[src/rtl/osc_phase_gen_pkg.sv]
// Shared defaults and state encoding for the tracker oscillator phase generator.
package tracker_osc_pkg;

  localparam int unsigned DEF_PHASE_W = 24;
  localparam int unsigned DEF_INC_W   = 16;
  localparam int unsigned DEF_ADDR_W  = 9;
  localparam int unsigned RATE_W      = 8;

  typedef enum logic {
    OSC_IDLE = 1'b0,
    OSC_RUN  = 1'b1
  } osc_state_e;

endpackage

[src/rtl/osc_phase_gen_inc_slew.sv]
// Portamento step: moves cur toward target by rate, clamping exactly at target.
module inc_slew
  import tracker_osc_pkg::*;
#(
  parameter int unsigned INC_W = DEF_INC_W
) (
  input  logic [INC_W-1:0]  cur,
  input  logic [INC_W-1:0]  target,
  input  logic [RATE_W-1:0] rate,
  input  logic              step_en,
  output logic [INC_W-1:0]  next_cur
);

  logic [INC_W-1:0] rate_ext;
  logic [INC_W-1:0] gap_up;
  logic [INC_W-1:0] gap_dn;

  always_comb begin
    rate_ext = INC_W'(rate);
    gap_up   = target - cur;
    gap_dn   = cur - target;
    next_cur = cur;
    if (step_en) begin
      // A zero rate means no slide: jump straight to the target.
      if (rate == '0) begin
        next_cur = target;
      end else if (cur < target) begin
        next_cur = (gap_up <= rate_ext) ? target : cur + rate_ext;
      end else if (cur > target) begin
        next_cur = (gap_dn <= rate_ext) ? target : cur - rate_ext;
      end
    end
  end

endmodule

[src/rtl/osc_phase_gen.sv]
// Gated phase accumulator with note handshake, retrigger and increment slide,
// producing registered waveform LUT addresses on each audio sample tick.
module osc_phase_gen
  import tracker_osc_pkg::*;
#(
  parameter int unsigned PHASE_W = DEF_PHASE_W,
  parameter int unsigned INC_W   = DEF_INC_W,
  parameter int unsigned ADDR_W  = DEF_ADDR_W
) (
  input  logic              clk,
  input  logic              reset,
  input  logic              sample_tick,
  input  logic              gate,
  input  logic              note_valid,
  output logic              note_ready,
  input  logic [INC_W-1:0]  note_inc,
  input  logic              note_retrig,
  input  logic [7:0]        slide_rate,
  output logic [ADDR_W-1:0] addr_full,
  output logic              addr_valid,
  output logic              wrap
);

  osc_state_e         state_q, state_d;
  logic [PHASE_W-1:0] phase_q, phase_d;
  logic [INC_W-1:0]   cur_inc_q, cur_inc_d;
  logic [INC_W-1:0]   target_inc_q, target_inc_d;
  logic [INC_W-1:0]   lat_inc_q, lat_inc_d;
  logic               lat_retrig_q, lat_retrig_d;
  logic               pending_q, pending_d;
  logic [ADDR_W-1:0]  addr_full_q, addr_full_d;
  logic               addr_valid_q, addr_valid_d;
  logic               wrap_q, wrap_d;

  logic               handshake;
  logic               apply_note;
  logic               step;
  logic               slew_en;
  logic [INC_W-1:0]   eff_target;
  logic [INC_W-1:0]   next_cur;
  logic [PHASE_W-1:0] base_phase;
  logic [PHASE_W:0]   sum_full;

  // A note accepted on a tick is only latched here; it becomes visible at the
  // next tick because apply_note looks at the registered pending flag.
  assign handshake  = note_valid && !pending_q;
  assign apply_note = sample_tick && pending_q;
  assign step       = sample_tick && (state_q == OSC_RUN);
  assign eff_target = apply_note ? lat_inc_q : target_inc_q;
  assign slew_en    = step || (apply_note && (slide_rate == '0));

  inc_slew #(
    .INC_W (INC_W)
  ) u_inc_slew (
    .cur      (cur_inc_q),
    .target   (eff_target),
    .rate     (slide_rate),
    .step_en  (slew_en),
    .next_cur (next_cur)
  );

  always_comb begin
    base_phase = (apply_note && lat_retrig_q) ? '0 : phase_q;
    sum_full   = {1'b0, base_phase} + (PHASE_W+1)'(next_cur);
  end

  always_comb begin
    state_d      = gate ? OSC_RUN : OSC_IDLE;
    phase_d      = phase_q;
    cur_inc_d    = next_cur;
    target_inc_d = eff_target;
    lat_inc_d    = lat_inc_q;
    lat_retrig_d = lat_retrig_q;
    pending_d    = pending_q;
    addr_full_d  = addr_full_q;
    addr_valid_d = 1'b0;
    wrap_d       = 1'b0;

    if (handshake) begin
      lat_inc_d    = note_inc;
      lat_retrig_d = note_retrig;
      pending_d    = 1'b1;
    end
    if (apply_note) begin
      pending_d = 1'b0;
    end

    if (state_q == OSC_IDLE) begin
      phase_d     = '0;
      addr_full_d = '0;
    end else if (step) begin
      phase_d      = sum_full[PHASE_W-1:0];
      addr_full_d  = sum_full[PHASE_W-1 -: ADDR_W];
      addr_valid_d = 1'b1;
      wrap_d       = sum_full[PHASE_W];
    end
  end

  always_ff @(posedge clk) begin
    if (reset) begin
      state_q      <= OSC_IDLE;
      phase_q      <= '0;
      cur_inc_q    <= '0;
      target_inc_q <= '0;
      lat_inc_q    <= '0;
      lat_retrig_q <= 1'b0;
      pending_q    <= 1'b0;
      addr_full_q  <= '0;
      addr_valid_q <= 1'b0;
      wrap_q       <= 1'b0;
    end else begin
      state_q      <= state_d;
      phase_q      <= phase_d;
      cur_inc_q    <= cur_inc_d;
      target_inc_q <= target_inc_d;
      lat_inc_q    <= lat_inc_d;
      lat_retrig_q <= lat_retrig_d;
      pending_q    <= pending_d;
      addr_full_q  <= addr_full_d;
      addr_valid_q <= addr_valid_d;
      wrap_q       <= wrap_d;
    end
  end

  assign note_ready = ~pending_q;
  assign addr_full  = addr_full_q;
  assign addr_valid = addr_valid_q;
  assign wrap       = wrap_q;

endmodule

[config.mk]
export PLATFORM = sky130hd
export DESIGN_NAME = osc_phase_gen
export DESIGN_NICKNAME = d
export VERILOG_FILES = /design/src/rtl/osc_phase_gen_pkg.sv /design/src/rtl/osc_phase_gen_inc_slew.sv /design/src/rtl/osc_phase_gen.sv
export SDC_FILE = /design/constraint.sdc
export NUM_CORES = 1
export LEC_CHECK = 0
export CORE_AREA = 2 2 122 124
export CTS_CLUSTER_DIAMETER = 80
export CTS_CLUSTER_SIZE = 16
export DETAILED_ROUTE_END_ITERATION = 8
export DIE_AREA = 0 0 124 126
export GPL_ROUTABILITY_DRIVEN = 0
export GPL_TIMING_DRIVEN = 0
export PLACE_DENSITY = 0.72
export SYNTH_ARGS = -nofsm -noshare
export SYNTH_HDL_FRONTEND = slang
export SYNTH_SLANG_ARGS = --single-unit
export TNS_END_PERCENT = 5
[constraint.sdc]
create_clock -name clk -period 11 [get_ports clk]
set_input_delay 2.2 -clock clk [delete_from_list [all_inputs] [get_ports clk]]
set_output_delay 2.2 -clock clk [all_outputs]
set_load 0.05 [all_outputs]
==> impl_metrics.tcl, run 1 <==
set metrics [dict create \
    yosysWarningCount 0 \
    drive_gt1_share_pct 7.24 \
    portion_of_the_post_synthesis_area_used_by_sequential_elements_pct 19.8 \
    crit_path_end_kind "register" \
    post_cts_resized 0 \
    worst_r2r_startpoint "pending_q" \
    max_transition_margin_pct 30.1 \
    dp.final_hpwl_um 19200 \
    track_usage_pct 32.0 \
    filler_cell_count 1364 \
    critical_path_depth 35 \
    clock_tree.root_cell "sky130_fd_sc_hd__clkbuf_16" \
    crit_required_ps 11290 \
    cts_tree "yes" \
    syn_nets 1130 \
    syn_to_final_growth_pct 12.0 \
    yosys-top-cells-area "sky130_fd_sc_hd__dfxtp_1, sky130_fd_sc_hd__ha_1, sky130_fd_sc_hd__a21oi_1, sky130_fd_sc_hd__nand2_1, sky130_fd_sc_hd__mux2i_1" \
    period_needed_ps 10360 \
    yosys.area_share.adder_pct 13.2 \
    detailedPlace.worstSlack_ps 306 \
    top_usage_layer "met2" \
    syn_avg_cell_area_sq_um 7.61 \
    worst-path-buf-inv 6 \
    first_pass_iters 8 \
    finalSetupViolCount 0 \
    drc_errors 0 \
    yosys-mux-area-fraction_pct 4.91 \
    synth_compound_gate_area_share_pct 25.2 \
    static_leak_uw 0.00366 \
    timing.final.max_slew_violations 0 \
    synthesis.instances 1021 \
    routed_wire_length_per_instance_um 19.4 \
    kind_of_start_point_of_the_critical_path "input port" \
    floorplan.initialDensity_pct 54.3 \
    outcome "finished clean" \
    postSynth.asyncResetShare_pct 0 \
    ant_nets 0 \
    fin_skew_ps 6.94 \
    chip_height_um 126 \
    critPathMostFrequentCell "sky130_fd_sc_hd__a21oi_1" \
    synthMostInstantiatedCell "sky130_fd_sc_hd__nand2_1" \
    synth_xor_xnor_area_share_pct 5.96 \
    synth.top_cells.by_count "sky130_fd_sc_hd__nand2_1, sky130_fd_sc_hd__a21oi_1, sky130_fd_sc_hd__dfxtp_1" \
    finalNetCount 1181 \
    multi_input_comb_area_sq_um 5710 \
    synth_edf_count 0 \
    sequential_cell_area_sq_um 1540 \
    global_route.overflow_total 0 \
    timing.critical_path.to "phase_q[16]" \
    clkSinkCount 77 \
    initialDrtViolationCount 747 \
    path_max_fanout 10 \
    critical_path.slowest_cell "sky130_fd_sc_hd__a21oi_1" \
    critPathMaxStageDelay_ps 560 \
    timing.critical_path.max_delay_family "compound AO/OA/AOI/OAI gates" \
    placedInstanceArea_sq_um 8410 \
    post_synth_instance_area_sq_um 7770 \
    yosys.area_share.simple_pct 24.1 \
    row_count 44 \
    startpoint_of_the_most_critical_setup_path "sample_tick" \
    met3_resource_use_gr_pct 6.16 \
    cellPowerDensity_nw_per_um2 175 \
    vdd_drop_max_v 0.0000770 \
    worst-r2r-cell-count 34 \
    ys_dominant_reg_cell "sky130_fd_sc_hd__dfxtp_1" \
    cts_setup_buffers 0 \
    layout_worst_path_cycle_share_pct 94.1 \
    final_hold_viol_count 0 \
    cap_viol_max_count 0 \
    diodes 0 \
    finalInstanceArea_sq_um 8700 \
    global_route.usage.met2_pct 50.1 \
    r2r_end "phase_q[16]" \
    initial_antenna_violation_count 0 \
    first_global_vias 7435 \
    unrepaired_setup_endpoints_after_global_routing "no" \
    core_sq_um 14300 \
    groute.layer.met1.usage_pct 43.0 \
    ys_ff_latch 77 \
    via_count_of_the_routed_design 7878 \
    cts_hold_buffers 0 \
    holdCritPathClass "register to register" \
    totalNegativeSetupSlack_ps 0 \
    grt_start_max_net_pins 17 \
    max_clock_freq_mhz 96.6 \
    avgViaCountPerCell 6.25 \
    setup.reg_to_reg.worst_slack_ps 2130 \
    timing.critical_path.arrival_ps 10640 \
    timing_worst_slew_pin_value_ps 1040 \
    crit_path_kind "input port to register" \
    die_w_um 124 \
    clock_tree.buffer_depth 2 \
    clkSlewWorstSetupHoldPaths_ps 70 \
    cts_buffers 9 \
    htreeDepth 3 \
    design.portCount 42 \
    synth_top_family_by_area "compound AO/OA/AOI/OAI gates" \
    dieArea_sq_um 15600 \
    clock_insertion_delay_worst_skew_ps 350 \
    yosysUniqueCellTypes 82 \
    routed_wl_um 24500 \
    synth_largest_type_area_fraction_pct 19.8 \
    numPortBuffers 40 \
    synth_top_cell_by_area "sky130_fd_sc_hd__dfxtp_1" \
    grt_pass1_wl_um 39100 \
    pnr_worst_setup_slack_ps 645 \
]
## power by group
part / internal [uW] / switching (uW)
combinational: 337 / 577
sequential: 293 / 17.1
clock: 158 / 138
## layer usage
metal,vias up,part of all wire [%]
li1,3798,-
met1,3662,43
met2,356,45
met3,62,8.4
met4,0,3.7
met5,-,0
## placed cells by master, fill, tap and decap left out, types with 34 or more instances in the layout
cell                              Yosys  routed
sky130_fd_sc_hd__clkbuf_1            36      36
sky130_fd_sc_hd__nor3_1              36      35
sky130_fd_sc_hd__ha_1                74      74
sky130_fd_sc_hd__a21oi_1             83      83
sky130_fd_sc_hd__inv_1               56      56
sky130_fd_sc_hd__dfxtp_1             77      77
sky130_fd_sc_hd__nor2_1              75      75
sky130_fd_sc_hd__nand3_1             34      34
sky130_fd_sc_hd__xnor2_1             39      39
sky130_fd_sc_hd__clkdlybuf4s50_1      0      40
sky130_fd_sc_hd__nand2_1            105     105
sky130_fd_sc_hd__mux2i_1             37      37
## sequential cells by signal (all words and copies together) (netlist names)
name and cells:
lat_retrig_q 1, cur_inc_q 16, lat_inc_q 16, phase_q 24
addr_valid 1, pending_q 1, state_q 1, wrap 1
target_inc_q 16
## per-stage QoR
step	std cells	hold slack (ps)	power [uW]	util, %
after CTS	1261	459	1490	60.7
after floorplan	1021	432	971	-
after global placement	1245	442	1180	58.7
after global routing	1261	482	1610	60.8
final	1261	457	1520	60.8
after detailed placement	1245	450	1190	58.7
## final cells by class
class / count / area share (%)
Multi-Input combinational cell: 822 / 65.6
Sequential cell: 77 / 17.7
Tap cell: 184 / 2.65
Buffer: 66 / 3.70
Clock inverter: 7 / 0.719
Clock buffer: 9 / 2.59
Timing Repair Buffer: 40 / 4.60
Inverter: 56 / 2.42
## worst reg2reg max path: cells and delay by family, from the launching register on
family / cells / cell delay, ps
AOI/OAI and AO/OA: 17 / 4380
DFF: 1 / 570
adders and majority gates: 4 / 1270
and+or+nand+nor: 7 / 1320
buffers and inverters: 5 / 1010
xor gates and xnor gates: 1 / 250
## worst min path at each step
stage                   from  cells after the start  slack (ps)       endpoint
6_report       lat_inc_q[15]                      2         460  lat_inc_q[15]
3_5_place_dp    lat_inc_q[8]                      2         450   lat_inc_q[8]
2_1_floorplan   lat_inc_q[4]                      2         430   lat_inc_q[4]
5_1_grt        lat_inc_q[15]                      2         480  lat_inc_q[15]
3_3_place_gp    lat_inc_q[2]                      2         440   lat_inc_q[2]
4_1_cts        lat_inc_q[15]                      2         460  lat_inc_q[15]
## logic make-up after synthesis
| family | after synthesis |
|---|---|
| buf+inv | 122 |
| compound gates | 279 |
| mux | 38 |
| flops | 77 |
| xor+xnor | 52 |
| simple gates | 374 |
| fa+ha+maj | 79 |
Note: power is estimated with default switching activity, not from simulation.
==> run 2: changes to the inputs <==
--- a/config.mk
+++ b/config.mk
@@ -6,7 +6,6 @@
 export NUM_CORES = 1
 export LEC_CHECK = 0
 export CORE_AREA = 2 2 122 124
-export CTS_CLUSTER_DIAMETER = 80
 export CTS_CLUSTER_SIZE = 16
 export DETAILED_ROUTE_END_ITERATION = 8
 export DIE_AREA = 0 0 124 126
==> results of run 2 <==
Final layout, timing and power as in run 1 (identical DEF).
